--- config.mk ---
export PLATFORM = sky130hd
export DESIGN_NAME = sigmoid_backprop
export DESIGN_NICKNAME = d
export VERILOG_FILES = /design/src/rtl/sigmoid_backprop.sv
export SDC_FILE = /design/constraint.sdc
export NUM_CORES = 1
export LEC_CHECK = 0
export CAP_MARGIN = 25
export CORE_MARGIN = 2
export CORE_UTILIZATION = 58
export CTS_CLUSTER_SIZE = 12
export DETAILED_ROUTE_END_ITERATION = 8
export HOLD_SLACK_MARGIN = 0.15
export PLACE_DENSITY_LB_ADDON = 0.12
export SYNTH_ARGS = -nofsm -noshare
export SYNTH_HDL_FRONTEND = slang
export SYNTH_SLANG_ARGS = --single-unit
--- constraint.sdc ---
create_clock -name clk -period 11.4 [get_ports clk]
set_input_delay 2.85 -clock clk [delete_from_list [all_inputs] [get_ports clk]]
set_output_delay 2.85 -clock clk [all_outputs]
set_load 0.02 [all_outputs]
--- src/rtl/sigmoid_backprop.sv ---
// Sigmoid backward pass: grad = err * act * (1 - act), Q3.5 in and out.
// Three-stage valid/ready pipeline; all stages shift together on adv.
module sigmoid_backprop (
  input  logic       clk,
  input  logic       reset,
  input  logic       en,
  input  logic       in_valid,
  output logic       in_ready,
  input  logic [7:0] act,
  input  logic [7:0] err,
  output logic       out_valid,
  input  logic       out_ready,
  output logic [7:0] grad
);

  logic adv;
  assign adv      = en & (~out_valid | out_ready);
  assign in_ready = adv;

  logic       v1, v2;
  logic [5:0] a1;
  logic [7:0] e1, e2;
  logic [3:0] d2;

  logic [5:0] a_next;
  always_comb begin
    a_next = act[5:0];
    if (act[7])
      a_next = 6'd0;
    else if (act > 8'h20)
      a_next = 6'h20;
  end

  // a*(32-a) peaks at 256 for a = 16, so 9 bits hold the rounded sum
  logic [8:0] prod;
  logic [3:0] d_next;
  always_comb begin
    prod   = {3'b000, a1} * (9'd32 - {3'b000, a1});
    d_next = 4'((prod + 9'd16) >> 5);
  end

  logic signed [12:0] p;
  logic signed [12:0] g_sh;
  logic        [7:0]  g_next;
  always_comb begin
    p    = $signed(e2) * $signed({1'b0, d2});
    g_sh = (p + 13'sd16) >>> 5;
    if (g_sh > 13'sd127)
      g_next = 8'h7F;
    else if (g_sh < -13'sd128)
      g_next = 8'h80;
    else
      g_next = g_sh[7:0];
  end

  always_ff @(posedge clk) begin
    if (reset) begin
      v1        <= 1'b0;
      v2        <= 1'b0;
      out_valid <= 1'b0;
      a1        <= '0;
      e1        <= '0;
      e2        <= '0;
      d2        <= '0;
      grad      <= '0;
    end else if (adv) begin
      v1        <= in_valid;
      a1        <= a_next;
      e1        <= err;
      v2        <= v1;
      d2        <= d_next;
      e2        <= e1;
      out_valid <= v2;
      grad      <= g_next;
    end
  end

endmodule

# Word-level counts from Yosys, hierarchy flattened
# Index checks and enable logic that the tools add are counted.
dict set report op_classes {
  order_cmp 3
  bitwise_logic 3
  multipliers 2
  addsub 3
  n_mux 4
}
# op count
set op_table {}
lappend op_table {{$mux W8} 2}
lappend op_table {{$add A13 B6 Y13 const B} 1}
lappend op_table {{$mul A8 B5 Y13} 1}
lappend op_table {{$mux W6} 2}
lappend op_table {{$add A9 B5 Y9 const B} 1}
lappend op_table {{$mul A7 B7 Y9} 1}
lappend op_table {{$gt A8 B6 Y1 const B} 1}
lappend op_table {{$gt A8 B8 Y1 const B} 1}
lappend op_table {{$lt A8 B8 Y1 const B} 1}
lappend op_table {{$sub A6 B6 Y7 const A} 1}
lappend op_table {{$and A1 B1 Y1} 1}
lappend op_table {{$not A1 Y1} 1}
lappend op_table {{$or A1 B1 Y1} 1}
dict set report word_totals {
  out_inout_bits 10
  inputBits 21
  word_cells 23
  ff_bits 37
}

# Logic depth before layout (Yosys ltp)
# Gate-level depths: netlist of the first run.
dict set report depth {
  ltp_word 5
  mapped_depth 19
  mapped_depth_nobuf 19
}

# Least setup slack after synthesis of the first run
# Ideal clock, no wire load.
dict set report synth_path {
  path_type {input to output}
  start {in out_ready}
  end {out in_ready}
  n_path_buf 1
  path_stages 3
  setup_slack_ps 5083
  t_arrival_ps 3467
  cell_sequence {o21ai_2 inv_2 clkbuf_1}
}
dict set report synth_via {
  elab_chain_cells 2
}
# element line
set synth_lines {}
lappend synth_lines {{start: declaration} 12} ;# input logic out_ready,
lappend synth_lines {{$or A1 B1 Y1} 17} ;# assign adv = en & (~out_valid | out_ready);
lappend synth_lines {{$and A1 B1 Y1} 17}
lappend synth_lines {{end: declaration} 8} ;# output logic in_ready,
# Every way passes these cells.

# Worst setup path in the final report of the first run
dict set report layout_path {
  start {in en}
  end {out in_ready}
}
dict set report layout_via {
  elab_chain_cells 1
}
# element line
set layout_lines {}
lappend layout_lines {{start: declaration} 6} ;# input logic en,
lappend layout_lines {{$and A1 B1 Y1} 17}
# Every way passes these cells.

==> impl_metrics.yaml, run 1 <==
setup_path:
  r2r-end: "d2[3]$_SDFFE_PP0P_"
  rr_startpoint: "a1[0]$_SDFFE_PP0P_"
  cp.required_ns: 8.55
  endpoint: "in_ready"
  cp.arrival_ns: 4.76
  path_class: "input pin to output pin"
  start_kind: "input pin"
  ff2ff_setup_slack_ns: 6.47
  cp-startpoint: "en"
  reg2reg_depth: 15
  critPathCaptureType: "output pin"
  cp_max_fo: 45
clock_network:
  clk_pin_slew_ns: 0.08
  cts.sinks: 37
  cts_buffers: 5
  clock_path_buffers: 2
  cts_resized: 0
  cts_tree: "built"
  htreeDepth: 2
  cts_setup_buffers: 0
  clockRootBuffer: "clkbuf_8"
  clock_latency_ns: 0.29
  holdBufCountCts: 0
floorplan:
  io_pins: 31
  core_um2: 6030
  die_x_um: 83.5
  die-area_um2: 6980
  start_util_pct: 60.9
  core.rowCount: 28
  die_h_um: 83.5
sta:
  slew_violations: 0
  finClkSkew_ns: 0.0127
  final.setup.tns_ns: 0
  worstMarginPinSlew_ns: 0.522
  relSlewSlack_pct: 65.2
  finalCriticalPeriod_ns: 7.61
  fmax_ghz: 0.131
  period_share_pct: 66.7
  final-setup-viol-count: 0
  finalHoldViolations: 0
  rsz0062_at_grt: "no"
detailed_routing:
  num_vias: 2846
  wl_per_cell_um: 13.3
  first_pass_iters: 4
  wl_um: 7230
  detail-route-antenna-nets: 0
  via_per_inst: 5.23
  first_iter_violations: 118
  drc: 0
final_layout:
  nets: 569
  drive_above_1_share_pct: 5.76
  syn2layout_area_growth_pct: 12.9
  layout_commonest_cell: "inv_1"
  postLayoutCellArea_um2: 4140
  post-route-util_pct: 68.7
  n_antenna_cell: 0
  final_cell_mix: "82 x inv_1, 60 x nand2_1, 47 x ha_1, 37 x dfxtp_1"
synth:
  mappedNetlistArea_um2: 3670
  ys_ff_latch: 37
  synth_ff_type: "dfxtp_1"
  ys_types: 47
  synth_edf_count: 0
  syn-instance-count: 441
  synth_seq_area_share_pct: 20.2
  yosys.area.top_type: "dfxtp_1"
  syn-mean-instance-area_um2: 8.32
  ys_warn_count: 0
  synth_top_area_share_pct: 20.2
  synthesis.nets: 542
  async_flop_share_pct: 0
  synthTopCellsByArea: "dfxtp_1 20%, fa_1 18%, ha_1 16%, inv_1 8.4%, nand2_1 6.1%"
placed_design:
  dpl_cell_area_um2: 4030
  dp_hpwl_um: 5790
  gp_congestion: 0.853
  portBuffers: 30
pwr:
  ir_drop_mv: 0.0786
  powerDensity_nw_per_um2: 68.1
  leakagePower_nw: 1.94
global_routing:
  grt_pass1_wl_um: 12900
  grt_remaining_overflow: 0
  grt_pass1_vias: 2834
  grt.total_usage_pct: 22.2
  antenna_found_initial: 0
  grt_max_degree: 46
hold_path:
  min_path_type: "register to register"
run_status:
  outcome: "completed"
flow_run:
  maxCapViolations: 0
==> power by group <==
group | leakage [nW] | internal (mW) | switching [mW] | total, mW
clock network | 0.0585 | 0.0655 | 0.0485 | 0.114
registers | 0.301 | 0.133 | 0.00394 | 0.137
logic | 1.58 | 0.0142 | 0.0169 | 0.0311
==> stage by stage <==
step | power (mW) | setup WS, ns | hold slack (ns) | std cells
after floorplan | 0.157 | 5.08 | 0.432 | 441
after global placement | 0.170 | 3.84 | 0.438 | 536
after detailed placement | 0.171 | 3.80 | 0.445 | 536
after CTS | 0.285 | 3.80 | 0.457 | 544
after global routing | 0.292 | 3.67 | 0.483 | 544
final | 0.282 | 3.79 | 0.456 | 544
==> flip-flops by register name (all words and copies together) (netlist names) <==
name,flops
grad,8
v1,1
out_valid,1
v2,1
d2,4
e1,8
e2,8
a1,6
==> final cells by class <==
type | count | area [um2]
timing repair buffer | 32 | 315
sequential | 37 | 741
inverter | 83 | 312
multi-input combinational | 309 | 2570
clock inverter | 3 | 43.8
tap | 75 | 93.8
clock buffer | 5 | 68.8
fill | 523 | 1880
==> cell usage after synthesis, types with 2 or more instances <==
cell type,instances
inv_1,82
nand2_1,60
ha_1,47
dfxtp_1,37
a21oi_1,33
fa_1,33
and2_1,28
nor2_1,22
xnor2_1,13
clkbuf_1,8
nor3_1,7
a22oi_1,6
and2_2,6
and3_1,5
nand2b_1,5
o21ai_0,5
buf_2,4
nand3_1,4
nor2b_1,4
xor2_1,3
a21o_1,2
a311o_1,2
==> how the worst min path moves through the flow <==
stage	endpoint	depth (start not counted)	slack [ns]	startpoint
floorplan	v2$_SDFFE_PP0P_	2	0.43	v1$_SDFFE_PP0P_
global placement	e2[1]$_SDFFE_PP0P_	2	0.44	e1[1]$_SDFFE_PP0P_
detailed placement	v2$_SDFFE_PP0P_	2	0.44	v1$_SDFFE_PP0P_
CTS	v2$_SDFFE_PP0P_	2	0.46	v1$_SDFFE_PP0P_
global route	e2[7]$_SDFFE_PP0P_	2	0.48	e1[7]$_SDFFE_PP0P_
finish	v2$_SDFFE_PP0P_	2	0.46	v1$_SDFFE_PP0P_
==> worst max-delay path: stages <==
cell             delay [ns]
clkdlybuf4s50_1        0.51
o21ai_2                0.06
buf_4                  0.26
inv_2                  0.37
clkdlybuf4s50_1        0.69
==> cell families (layout without fill, tap and decap cells) <==
kind of cell | count (synthesis) | count (layout) | synth area share [%]
flops | 37 | 37 | 20.2
xor+xnor | 16 | 16 | 3.82
simple gates | 148 | 148 | 19.8
buf+inv | 95 | 123 | 9.85
fa+ha+maj | 80 | 80 | 34.0
compound gates | 65 | 65 | 12.3
==> layer usage <==
layer	up-vias	track usage, %	routed length [um]
met2	50	35.6	3270
met3	7	2.47	241
met1	1340	32.7	3650
met4	0	4.40	63
li1	1449	-	-
met5	-	0	0
Power figures use the tool's default switching activity.
==> run 2, diff against run 1 <==
- clock period: 11.4 -> 7.79 ns (I/O delays scaled with it)
==> impl_metrics.yaml, run 2 (synthesis gave the netlist of run 1 again) <==
run_status:
  outcome: "completed"
global_routing:
  grt_max_degree: 46
  met2_usage_pct: 37.7
  grt.total_usage_pct: 22.9
  grt.busiest_layer: "met2"
  met3_usage_pct: 2.87
  gr-usage-met1_pct: 32.1
  grt_remaining_overflow: 0
  grt_pass1_vias: 3045
  antenna_found_initial: 0
  grt_pass1_wl_um: 13300
floorplan:
  io_pins: 31
  core_um2: 6030
  die_h_um: 83.5
  die_x_um: 83.5
  core.rowCount: 28
  die-area_um2: 6980
  start_util_pct: 60.9
pwr:
  ir_drop_mv: 0.120
  seqPwrFrac_pct: 48.8
  powerDensity_nw_per_um2: 98.9
  pwr-share-comb_pct: 11.2
  p_sw_share_pct: 24.2
  pwr-share-clk_pct: 40.0
  leakagePower_nw: 1.93
  p_sw_uw: 99.0
  internal-power_uw: 311
sta:
  finalHoldViolations: 0
  setup_ws_ns: 1.98
  relSlewSlack_pct: 60.2
  worstMarginPinSlew_ns: 0.595
  rsz0062_at_grt: "no"
  finClkSkew_ns: 0.00945
  period_share_pct: 74.6
  finalCriticalPeriod_ns: 5.81
  fmax_ghz: 0.172
  final-setup-viol-count: 0
  slew_violations: 0
  final.setup.tns_ns: 0
placed_design:
  gp_congestion: 0.878
  place_ws_ns: 1.99
  place_inst: 536
  dpl_cell_area_um2: 4030
  dp_hpwl_um: 5870
  portBuffers: 30
final_layout:
  layout_commonest_cell: "inv_1"
  n_antenna_cell: 0
  drive_above_1_share_pct: 5.76
  nets: 569
  reg_top3: "e1: 8 flops, e2: 8 flops, grad: 8 flops"
  postLayoutCellArea_um2: 4140
  final_cell_mix: "82 x inv_1, 60 x nand2_1, 47 x ha_1, 37 x dfxtp_1"
  syn2layout_area_growth_pct: 12.9
  fin_cells: 544
  post-route-util_pct: 68.8
clock_network:
  cts_setup_buffers: 0
  holdBufCountCts: 0
  clockRootBuffer: "clkbuf_8"
  clock_path_buffers: 2
  cts.sinks: 37
  clock_latency_ns: 0.29
  cts_buffers: 5
  htreeDepth: 2
  cts_resized: 0
  clk_pin_slew_ns: 0.08
  cts_tree: "built"
setup_path:
  cp_max_fo: 45
  cp-startpoint: "en"
  r2r-end: "d2[3]$_SDFFE_PP0P_"
  reg2reg_depth: 15
  cp.required_ns: 5.84
  ff2ff_setup_slack_ns: 2.96
  rr_startpoint: "a1[0]$_SDFFE_PP0P_"
  cp.arrival_ns: 3.86
  critPathCaptureType: "output pin"
  endpoint: "in_ready"
  path_class: "input pin to output pin"
  start_kind: "input pin"
hold_path:
  min_path_type: "register to register"
detailed_routing:
  drc: 0
  wl_per_cell_um: 13.5
  via_per_inst: 5.35
  num_vias: 2909
  wl_um: 7360
  first_iter_violations: 162
  detail-route-antenna-nets: 0
  first_pass_iters: 4
flow_run:
  maxCapViolations: 0
[run 2: cell types whose count changed in the layout (fill, tap and decap cells not counted), sizes merged]
cell      delta
clkinvlp     +1
inv          -1
[run 2: final cells by class]
type / count / area [um2]
Clock buffer: 5 / 68.8
Inverter: 83 / 312
Tap cell: 75 / 93.8
Clock inverter: 3 / 46.3
Timing Repair Buffer: 32 / 315
Fill cell: 531 / 1880
Multi-Input combinational cell: 309 / 2570
Sequential cell: 37 / 741
[run 2: power by group through the flow]
stage	sequential [mW]	combinational, mW	clock [mW]
after floorplan	0.202	0.0276	0
after global placement	0.204	0.0445	0
after detailed placement	0.204	0.0456	0
after CTS	0.200	0.0459	0.168
after global routing	0.201	0.0514	0.175
final	0.200	0.0458	0.164
[run 2: worst min-delay path by stage]
| stage | cells after the start | startpoint | slack [ns] | endpoint |
|---|---|---|---|---|
| after floorplan | 2 | v1$_SDFFE_PP0P_ | 0.43 | v2$_SDFFE_PP0P_ |
| after global placement | 2 | e1[3]$_SDFFE_PP0P_ | 0.44 | e2[3]$_SDFFE_PP0P_ |
| after detailed placement | 2 | e1[0]$_SDFFE_PP0P_ | 0.44 | e2[0]$_SDFFE_PP0P_ |
| after global routing | 2 | v1$_SDFFE_PP0P_ | 0.48 | v2$_SDFFE_PP0P_ |
| final | 2 | e1[2]$_SDFFE_PP0P_ | 0.45 | e2[2]$_SDFFE_PP0P_ |
| after CTS | 2 | e1[1]$_SDFFE_PP0P_ | 0.45 | e2[1]$_SDFFE_PP0P_ |
[run 2: routing by layer]
metal | part of all wire (%) | up-vias
met1 | 47 | 1373
met4 | 1.3 | 0
met5 | 0 | -
met3 | 5.7 | 6
met2 | 46 | 81
li1 | - | 1449
[run 2: stage by stage]
stage               hold slack, ns  power (mW)
floorplan                    0.432       0.230
global placement             0.438       0.249
detailed placement           0.443       0.250
CTS                          0.453       0.414
global route                 0.483       0.428
finish                       0.454       0.410
[run 2: critical path, stage by stage]
cell	delay, ns
clkdlybuf4s50_1	0.51
o21ai_2	0.06
buf_4	0.26
inv_2	0.37
clkdlybuf4s50_1	0.69
